## config.mk

```make
export PLATFORM = sky130hd
export DESIGN_NAME = pipe_wb_buf
export DESIGN_NICKNAME = d
export VERILOG_FILES = /design/src/rtl/pipe_pkg.sv /design/src/rtl/pipe_buf_mem.sv /design/src/rtl/pipe_wb_buf.sv
export SDC_FILE = /design/constraint.sdc
export NUM_CORES = 1
export LEC_CHECK = 0
export CORE_AREA = 2 2 140 142
export CTS_BUF_LIST = sky130_fd_sc_hd__clkbuf_16
export DETAILED_ROUTE_END_ITERATION = 16
export DIE_AREA = 0 0 142 144
export PLACE_DENSITY = 0.52
export SLEW_MARGIN = 20
export SYNTH_ARGS = -nofsm -noshare
export SYNTH_HDL_FRONTEND = slang
export SYNTH_SLANG_ARGS = --single-unit
```

## constraint.sdc

```tcl
create_clock -name clk -period 3.18 [get_ports clk]
set_input_delay 0.477 -clock clk [delete_from_list [all_inputs] [get_ports clk]]
set_output_delay 0.477 -clock clk [all_outputs]
set_load 0.005 [all_outputs]
```

## src/rtl/pipe_pkg.sv

```systemverilog
// Shared MEM/WB pipeline definitions: datapath widths and the writeback record.
package pipe_pkg;

    localparam int DATA_W = 32;
    localparam int IDX_W  = 5;
    localparam int REC_W  = 1 + DATA_W + IDX_W;

    // Writeback record passed from MEM to WB; wb_e occupies the MSB.
    typedef struct packed {
        logic              wb_e;
        logic [DATA_W-1:0] data;
        logic [IDX_W-1:0]  idx;
    } wb_rec_t;

endpackage

```

## src/rtl/pipe_buf_mem.sv

```systemverilog
// Record storage for the MEM->WB buffer: DEPTH entries, one synchronous
// write port and one asynchronous (fall-through) read port. No reset, so
// contents survive reset and flush.
module pipe_buf_mem
    import pipe_pkg::*;
#(
    parameter int DEPTH = 4,
    parameter int AW    = $clog2(DEPTH)
) (
    input  logic          clk,
    input  logic          i_we,
    input  logic [AW-1:0] i_waddr,
    input  wb_rec_t       i_wdata,
    input  logic [AW-1:0] i_raddr,
    output wb_rec_t       o_rdata
);

    wb_rec_t r_mem [DEPTH];

    // Write the addressed slot on an accepted push.
    always_ff @(posedge clk) begin
        if (i_we) begin
            r_mem[i_waddr] <= i_wdata;
        end
    end

    // Head record is read combinationally.
    always_comb begin
        o_rdata = r_mem[i_raddr];
    end

endmodule

```

## src/rtl/pipe_wb_buf.sv

```systemverilog
// MEM->WB inter-stage buffer: a small circular FIFO of writeback records
// with push acknowledge, flush, occupancy and sticky error flags.
//
// Handshake toward WB: buf_avail=1 means the head record on wb_e/din/idxin
// is valid this cycle; WB pops it by holding buf_re=1 at a rising edge.
// buf_re is sampled every edge, so N cycles high pops N records. A pop
// while buf_avail=0 does nothing except set udf. Push side: in_we is a
// one-record-per-edge request; in_ack pulses the cycle after acceptance.
module pipe_wb_buf #(
    parameter int DEPTH  = 4,
    parameter int DATA_W = 32,
    parameter int IDX_W  = 5
) (
    input  logic                     clk,
    input  logic                     rst_n,
    input  logic                     in_we,
    input  logic                     in_wb_e,
    input  logic [DATA_W-1:0]        in_data,
    input  logic [IDX_W-1:0]         in_idx,
    output logic                     in_ack,
    output logic                     in_full,
    input  logic                     flush,
    output logic                     buf_avail,
    input  logic                     buf_re,
    output logic                     wb_e,
    output logic [DATA_W-1:0]        din,
    output logic [IDX_W-1:0]         idxin,
    output logic [$clog2(DEPTH):0]   count,
    output logic                     ovf,
    output logic                     udf
);

    import pipe_pkg::wb_rec_t;

    localparam int PW = $clog2(DEPTH);
    localparam int CW = PW + 1;

    logic [PW-1:0] r_wp;
    logic [PW-1:0] r_rp;
    logic [CW-1:0] r_count;
    logic [CW-1:0] w_count_nxt;
    logic          r_ack;
    logic          r_ovf;
    logic          r_udf;

    logic          w_empty;
    logic          w_full;
    logic          w_pop;
    logic          w_push;
    logic          w_pop_empty;
    logic          w_push_full;
    wb_rec_t       w_wr_rec;
    wb_rec_t       w_rd_rec;

    // Decode push/pop/error events from the current occupancy.
    always_comb begin
        w_empty     = (r_count == '0);
        w_full      = (r_count == CW'(DEPTH));
        w_pop       = buf_re & ~flush & ~w_empty;
        w_pop_empty = buf_re & ~flush & w_empty;
        // A full buffer can still take a push when the head leaves this edge.
        w_push      = in_we & ~flush & (~w_full | w_pop);
        w_push_full = in_we & ~flush & w_full & ~w_pop;
        w_wr_rec.wb_e = in_wb_e;
        w_wr_rec.data = in_data;
        w_wr_rec.idx  = in_idx;
    end

    // Next occupancy: flush empties, otherwise +1 push-only, -1 pop-only.
    always_comb begin
        w_count_nxt = r_count;
        if (flush) begin
            w_count_nxt = '0;
        end else begin
            case ({w_push, w_pop})
                2'b10:   w_count_nxt = r_count + CW'(1);
                2'b01:   w_count_nxt = r_count - CW'(1);
                default: w_count_nxt = r_count;
            endcase
        end
    end

    // Pointers, occupancy, acknowledge pulse and sticky error flags.
    always_ff @(posedge clk or negedge rst_n) begin
        if (!rst_n) begin
            r_wp    <= '0;
            r_rp    <= '0;
            r_count <= '0;
            r_ack   <= 1'b0;
            r_ovf   <= 1'b0;
            r_udf   <= 1'b0;
        end else begin
            r_count <= w_count_nxt;
            r_ack   <= w_push;
            if (flush) begin
                r_wp <= '0;
                r_rp <= '0;
            end else begin
                if (w_push) r_wp <= r_wp + PW'(1);
                if (w_pop)  r_rp <= r_rp + PW'(1);
            end
            if (w_push_full) r_ovf <= 1'b1;
            if (w_pop_empty) r_udf <= 1'b1;
        end
    end

    pipe_buf_mem #(
        .DEPTH (DEPTH)
    ) u_mem (
        .clk     (clk),
        .i_we    (w_push),
        .i_waddr (r_wp),
        .i_wdata (w_wr_rec),
        .i_raddr (r_rp),
        .o_rdata (w_rd_rec)
    );

    // Status and head presentation; head fields read zero while empty.
    always_comb begin
        count     = r_count;
        buf_avail = ~w_empty;
        in_full   = w_full;
        in_ack    = r_ack;
        ovf       = r_ovf;
        udf       = r_udf;
        wb_e      = w_empty ? 1'b0 : w_rd_rec.wb_e;
        din       = w_empty ? '0   : w_rd_rec.data;
        idxin     = w_empty ? '0   : w_rd_rec.idx;
    end

endmodule

```

==> impl_metrics.tcl, run 1 <==
set metrics [dict create \
    status "completed" \
    synth_fa_ha_area_frac 0.01078 \
    synthSimpleGateAreaFrac 0.06332 \
    drv_slew 0 \
    antenna-diode-count 0 \
    holdBufCountCts 0 \
    grt-ovfl-total 0 \
    synth.distinct_cells 40 \
    area_growth_pct 28.08 \
    die_h_um 144 \
    hpwl_um 7815 \
    combPwrFrac 0.130 \
    post-route-util 0.4364 \
    post-place-ws_ps 542.5 \
    cts_tree "built" \
    drive_gt1_frac 0.2113 \
    cts_setup_buffers 0 \
    ys_warn_count 0 \
    netSwitchingFraction 0.2141 \
    layout_commonest_cell "edfxtp_1" \
    root_buffer "clkbuf_16" \
    cts_resized 0 \
    p_leak_nw 2.699 \
    grt_usage 0.1282 \
    fmax_ghz 0.3560 \
    numCtsBuffers 17 \
    synthMuxAreaShare 0.1372 \
    synth-seq-cells 162 \
    finalCriticalPeriod_ps 2809 \
    synth_compound_area_frac 0.01771 \
    viasPerCell 4.809 \
    holdCritPathClass "in -> async" \
    worstSetupPathType "reg -> out" \
    setup-violations-final 0 \
    clock_latency_ps 410 \
    core_area_mm2 0.01908 \
    layout_common_cells "edfxtp_1, clkdlybuf4s50_1, mux4_2, and2_1, clkbuf_16" \
    cts.clk_slew.worst_paths_ps 60 \
    rsz0062_at_grt "false" \
    critical_path_arrival_ps 2330 \
    routed-via-count 3193 \
    ys_seq_area_frac 0.7406 \
    clockBufferDepth 2 \
    max_slew_margin 0.6734 \
    ys.flop_type "edfxtp_1" \
    wire_per_inst_um 18.52 \
    multiInputGateArea_mm2 0.001511 \
    grt_pass1_wl_um 19070 \
    drt_wl_total_um 12300 \
    regArea_mm2 0.004820 \
    finalCritPeriodShare 0.8833 \
    num_rows 51 \
    portBuffers 88 \
    dr.pass1.iters 4 \
    first_iter_violations 173 \
    tightest_slew_ps 488.3 \
    htreeDepth 4 \
    io_pins 89 \
    required_ps 2700 \
    finalNonFillerCells 664 \
    synth_area_mm2 0.006501 \
    endpoint_kind "primary output" \
    hold_ws_ps 391.7 \
    maxCapViolations 0 \
    antenna_found_initial 0 \
    async_reset_ff_frac 0.06173 \
    grt_pass1_vias 3373 \
    crit_fanout 24 \
    start_util 0.3407 \
    synthXorXnorAreaFrac 0.002694 \
    pwr-share-seq 0.486 \
    gp_congestion 0.6990 \
    fillCellCount 1648 \
    drtAntennaViolNets 0 \
    setup_ws_ps 371.0 \
    num-nets-final 461 \
    netSwitchingPower_mw 1.075 \
    crit_path_start_kind "flip-flop" \
    syn_nets 360 \
    setup_tns_ps 0 \
    synth_edf_count 152 \
    power_frac_clock 0.384 \
    drc 0 \
    postSynthCellCount 312 \
    intPower_mw 3.944 \
    cts.sinks 162 \
    dp.cells 632 \
    timing_hold_violations_final 0 \
    finClkSkew_ps 9.411 \
    grt_max_degree 42 \
    synth_top_family_by_area "multiplexers" \
    die_w_um 142 \
    powerDensity_mw_per_mm2 602.8 \
    die_area_mm2 0.02045 \
    avgSynthCellArea_um2 20.84 \
    peakVddDrop_mv 0.4190 \
]
## cell type report
type	instances	share of cell area
clock buffer	17	0.05109
clock inverter	15	0.01743
inverter	5	0.002254
multi-input combinational	127	0.1815
sequential	162	0.5788
tap	238	0.03576
timing repair buffer	100	0.1331
## state kept, by name, summed over array words and instances (netlist names)
signal,flops
in_ack,1
r_wp,2
r_rp,2
ovf,1
count,3
u_mem.r_mem,152
udf,1
## worst paths after layout
path                       slack, ps     start        to  depth (start not counted)
max                              370   r_rp[0]    din[8]                          4
min                              390     rst_n       ovf                          1
max reg2reg                      890  count[0]  count[2]                          5
min reg2reg                      470       ovf       ovf                          1
max in group asynchronous       2420     rst_n   r_rp[0]                          1
min in group clk                 470       ovf       ovf                          1
## power groups by stage
stage / sequential [mW] / combinational, mW / clock [mW]
after floorplan: 2.47 / 0.361 / 0
after global placement: 2.48 / 0.668 / 0
after detailed placement: 2.49 / 0.670 / 0
after CTS: 2.44 / 0.674 / 1.98
after global routing: 2.45 / 0.714 / 2.05
final: 2.44 / 0.653 / 1.93
## Yosys cell counts, types with 2 or more instances
master    number  area [um^2]
a21oi_1        2        10.01
dfrtp_1       10        250.2
nand2_1        3        11.26
nor2b_1        2        12.51
nor2_1         6        22.52
buf_4          2        15.01
o21ai_0        2        10.01
o21bai_1       2        15.01
and2_1        42        262.8
nand2b_1       4        25.02
inv_1          4        15.01
clkbuf_1       5        18.77
buf_6          2        22.52
mux4_2        38        855.8
edfxtp_1     152         4564
xor2_1         2        17.52
buf_12         4        80.08
buf_2          5        25.02
ha_1           4        50.05
## worst max-delay path, cell delays in order (launching register included)
cell and delay, ps:
dfrtp_4 470, buf_12 240, mux4_2 570, and2_1 180
clkdlybuf4s50_1 440
## stage by stage
| stage | power (mW) | area, um^2 |
|---|---|---|
| after floorplan | 2.830 | 6501 |
| after detailed placement | 3.156 | 7756 |
| after CTS | 5.095 | 8327 |
| after global placement | 3.151 | 7756 |
| final | 5.019 | 8327 |
| after global routing | 5.212 | 8327 |
## metal layers
| metal | vias up | share of wire | track usage |
|---|---|---|---|
| met1 | 1654 | 0.45 | 0.1627 |
| met4 | 0 | 0.0090 | 0.04842 |
| met2 | 82 | 0.51 | 0.2123 |
| met5 | - | 0 | 0 |
| li1 | 1449 | - | - |
| met3 | 8 | 0.036 | 0.03411 |
## cells by family (layout without fill, tap and decap cells)
| group | count (synthesis) | count (layout) |
|---|---|---|
| mux | 41 | 41 |
| compound gates | 15 | 15 |
| buf+inv | 23 | 137 |
| flops | 162 | 162 |
| fa+ha+maj | 5 | 5 |
| simple gates | 64 | 64 |
| xor+xnor | 2 | 2 |
Power figures use the tool's default switching activity.
==> inputs of run 2 (changes only) <==
CELL_PAD_IN_SITES_DETAIL_PLACEMENT = 0   (was not set)
CELL_PAD_IN_SITES_GLOBAL_PLACEMENT = 2   (was not set)
PLACE_DENSITY = 0.66   (was 0.52)
==> run 2 against run 1 <==
Compared with the run above:
- clock skew is 1.1 ps lower
- total power rose by 3.9%
- maximum frequency decreased by 3.1%
- core utilization decreased by 0.11 points
- worst hold slack improved by 29 ps
- critical path depth unchanged
==> impl_metrics.tcl, run 2 (synthesis gave the netlist of run 1 again) <==
set metrics [dict create \
    num_rows 51 \
    portBuffers 88 \
    drive_gt1_frac 0.2005 \
    cp.depth 4 \
    core_area_mm2 0.01908 \
    largest_register_ffs 152 \
    setup_ws_ps 282.5 \
    drtAntennaViolNets 0 \
    grt_usage 0.1290 \
    num-nets-final 459 \
    timing_hold_violations_final 0 \
    first_iter_violations 178 \
    io_pins 89 \
    cpPeakStageDelay_ps 570 \
    rsz0062_at_grt "false" \
    drv_slew 0 \
    grt_pass1_wl_um 19210 \
    grt_max_degree 42 \
    grt-ovfl-total 0 \
    slowest_stage "dfrtp_4" \
    finalCriticalPeriod_ps 2898 \
    r2r_cells 5 \
    drt_wl_total_um 12330 \
    gp_congestion 0.7217 \
    status "completed" \
    fmax_ghz 0.3451 \
    worstSetupPathType "reg -> out" \
    rrSetupSlack_ps 780 \
    route.met3.wl_um 580 \
    grt_pass1_vias 3441 \
    multiInputGateArea_mm2 0.001511 \
    antenna_found_initial 1 \
    root_buffer "clkbuf_16" \
    regArea_mm2 0.004820 \
    tightest_slew_ps 550.8 \
    powerDensity_mw_per_mm2 628.1 \
    maxCapViolations 0 \
    setup-violations-final 0 \
    setup_tns_ps 0 \
    endpoint_kind "primary output" \
    startpoint "r_rp[0]" \
    routed-via-count 3150 \
    crit_path_start_kind "flip-flop" \
    crit_fanout 11 \
    htreeDepth 4 \
    die_h_um 144 \
    finalNonFillerCells 663 \
    layout_commonest_cell "edfxtp_1" \
    met1_length_um 5542 \
    clockBufferDepth 2 \
    finalCritPeriodShare 0.9112 \
    p_leak_nw 2.707 \
    drc 0 \
    die_w_um 142 \
    hpwl_um 7108 \
    r2r-start "count[0]" \
    area_growth_pct 27.75 \
    maxUsedRoutingLayer "met4" \
    cts_resized 0 \
    crit_end "din[31]" \
    dp.cells 630 \
    viasPerCell 4.751 \
    required_ps 2700 \
    max_slew_margin 0.6316 \
    crit_family "buffers and inverters" \
    finClkSkew_ps 8.268 \
    cts_tree "built" \
    dr.pass1.iters 4 \
    cp_cell_sequence "buf_4, mux4_2, and2_1, clkdlybuf4s50_1" \
    post-place-ws_ps 665.9 \
    peakVddDrop_mv 0.3295 \
    crit_buf_inv 2 \
    layout_common_cells "edfxtp_1, clkdlybuf4s50_1, mux4_2, and2_1, clkbuf_16" \
    start_util 0.3407 \
    r2r_end "count[2]" \
    critical_path_arrival_ps 2420 \
    holdBufCountCts 0 \
    cts.sinks 162 \
    fillCellCount 1646 \
    route.met2.wl_um 6108 \
    holdCritPathClass "in -> async" \
    clock_latency_ps 410 \
    die_area_mm2 0.02045 \
    cts.clk_slew.worst_paths_ps 60 \
    cts_setup_buffers 0 \
    top_register "u_mem.r_mem" \
    wire_per_inst_um 18.60 \
    numCtsBuffers 17 \
]
## run 2: cell types whose count changed in the layout (fill, tap and decap cells not counted), sizes merged
cell and delta:
inv +2, clkinv -4, clkinvlp -1, bufinv +3
buf -2, diode +1
## run 2: worst min path at each step
stage               startpoint  endpoint  slack, ps  cells past startpoint
floorplan                rst_n  count[0]        180                      0
global placement           ovf       ovf        450                      1
detailed placement         ovf       ovf        440                      1
CTS                      rst_n  count[0]        410                      1
global route             rst_n   r_wp[1]        450                      1
finish                   rst_n   r_wp[1]        420                      1
## run 2: final cells by class
cell class / instances / area share
well taps: 238 / 0.03585
multi-input cells: 127 / 0.1820
clock inverters: 15 / 0.02395
flip-flops and latches: 162 / 0.5803
repair buffers: 98 / 0.1241
clock buffers: 17 / 0.05122
diodes: 1 / 0.0003013
inverters: 5 / 0.002260
## run 2: power breakdown
part / internal, mW / switching (mW) / leakage, nW
logic: 0.378 / 0.255 / 0.883
clock network: 1.37 / 0.760 / 0.319
registers: 2.41 / 0.0413 / 1.51
total: 4.16 / 1.06 / 2.71
## run 2: metrics by stage
step	util	hold WS, ps	instance area, um^2	power, mW
finish	0.4353	420.7	8305	5.217
floorplan	-	181.4	6501	2.830
global placement	0.4025	450.7	7679	3.139
detailed placement	0.4025	443.4	7679	3.143
CTS	0.4352	412.5	8303	5.293
global route	0.4352	452.3	8303	5.422
## run 2: worst register-to-register path, cell delays in order, from the launching register on
cell and delay [ps]:
dfrtp_1 560, o31ai_1 490, nor3_1 120, fa_1 460, or4_1 530, a31oi_1 170
## run 2: routing by layer
layer / vias to the layer above / global-route usage
met3: 6 / 0.04172
met5: - / 0
met1: 1639 / 0.1615
li1: 1443 / -
met2: 62 / 0.2110
met4: 0 / 0.04737
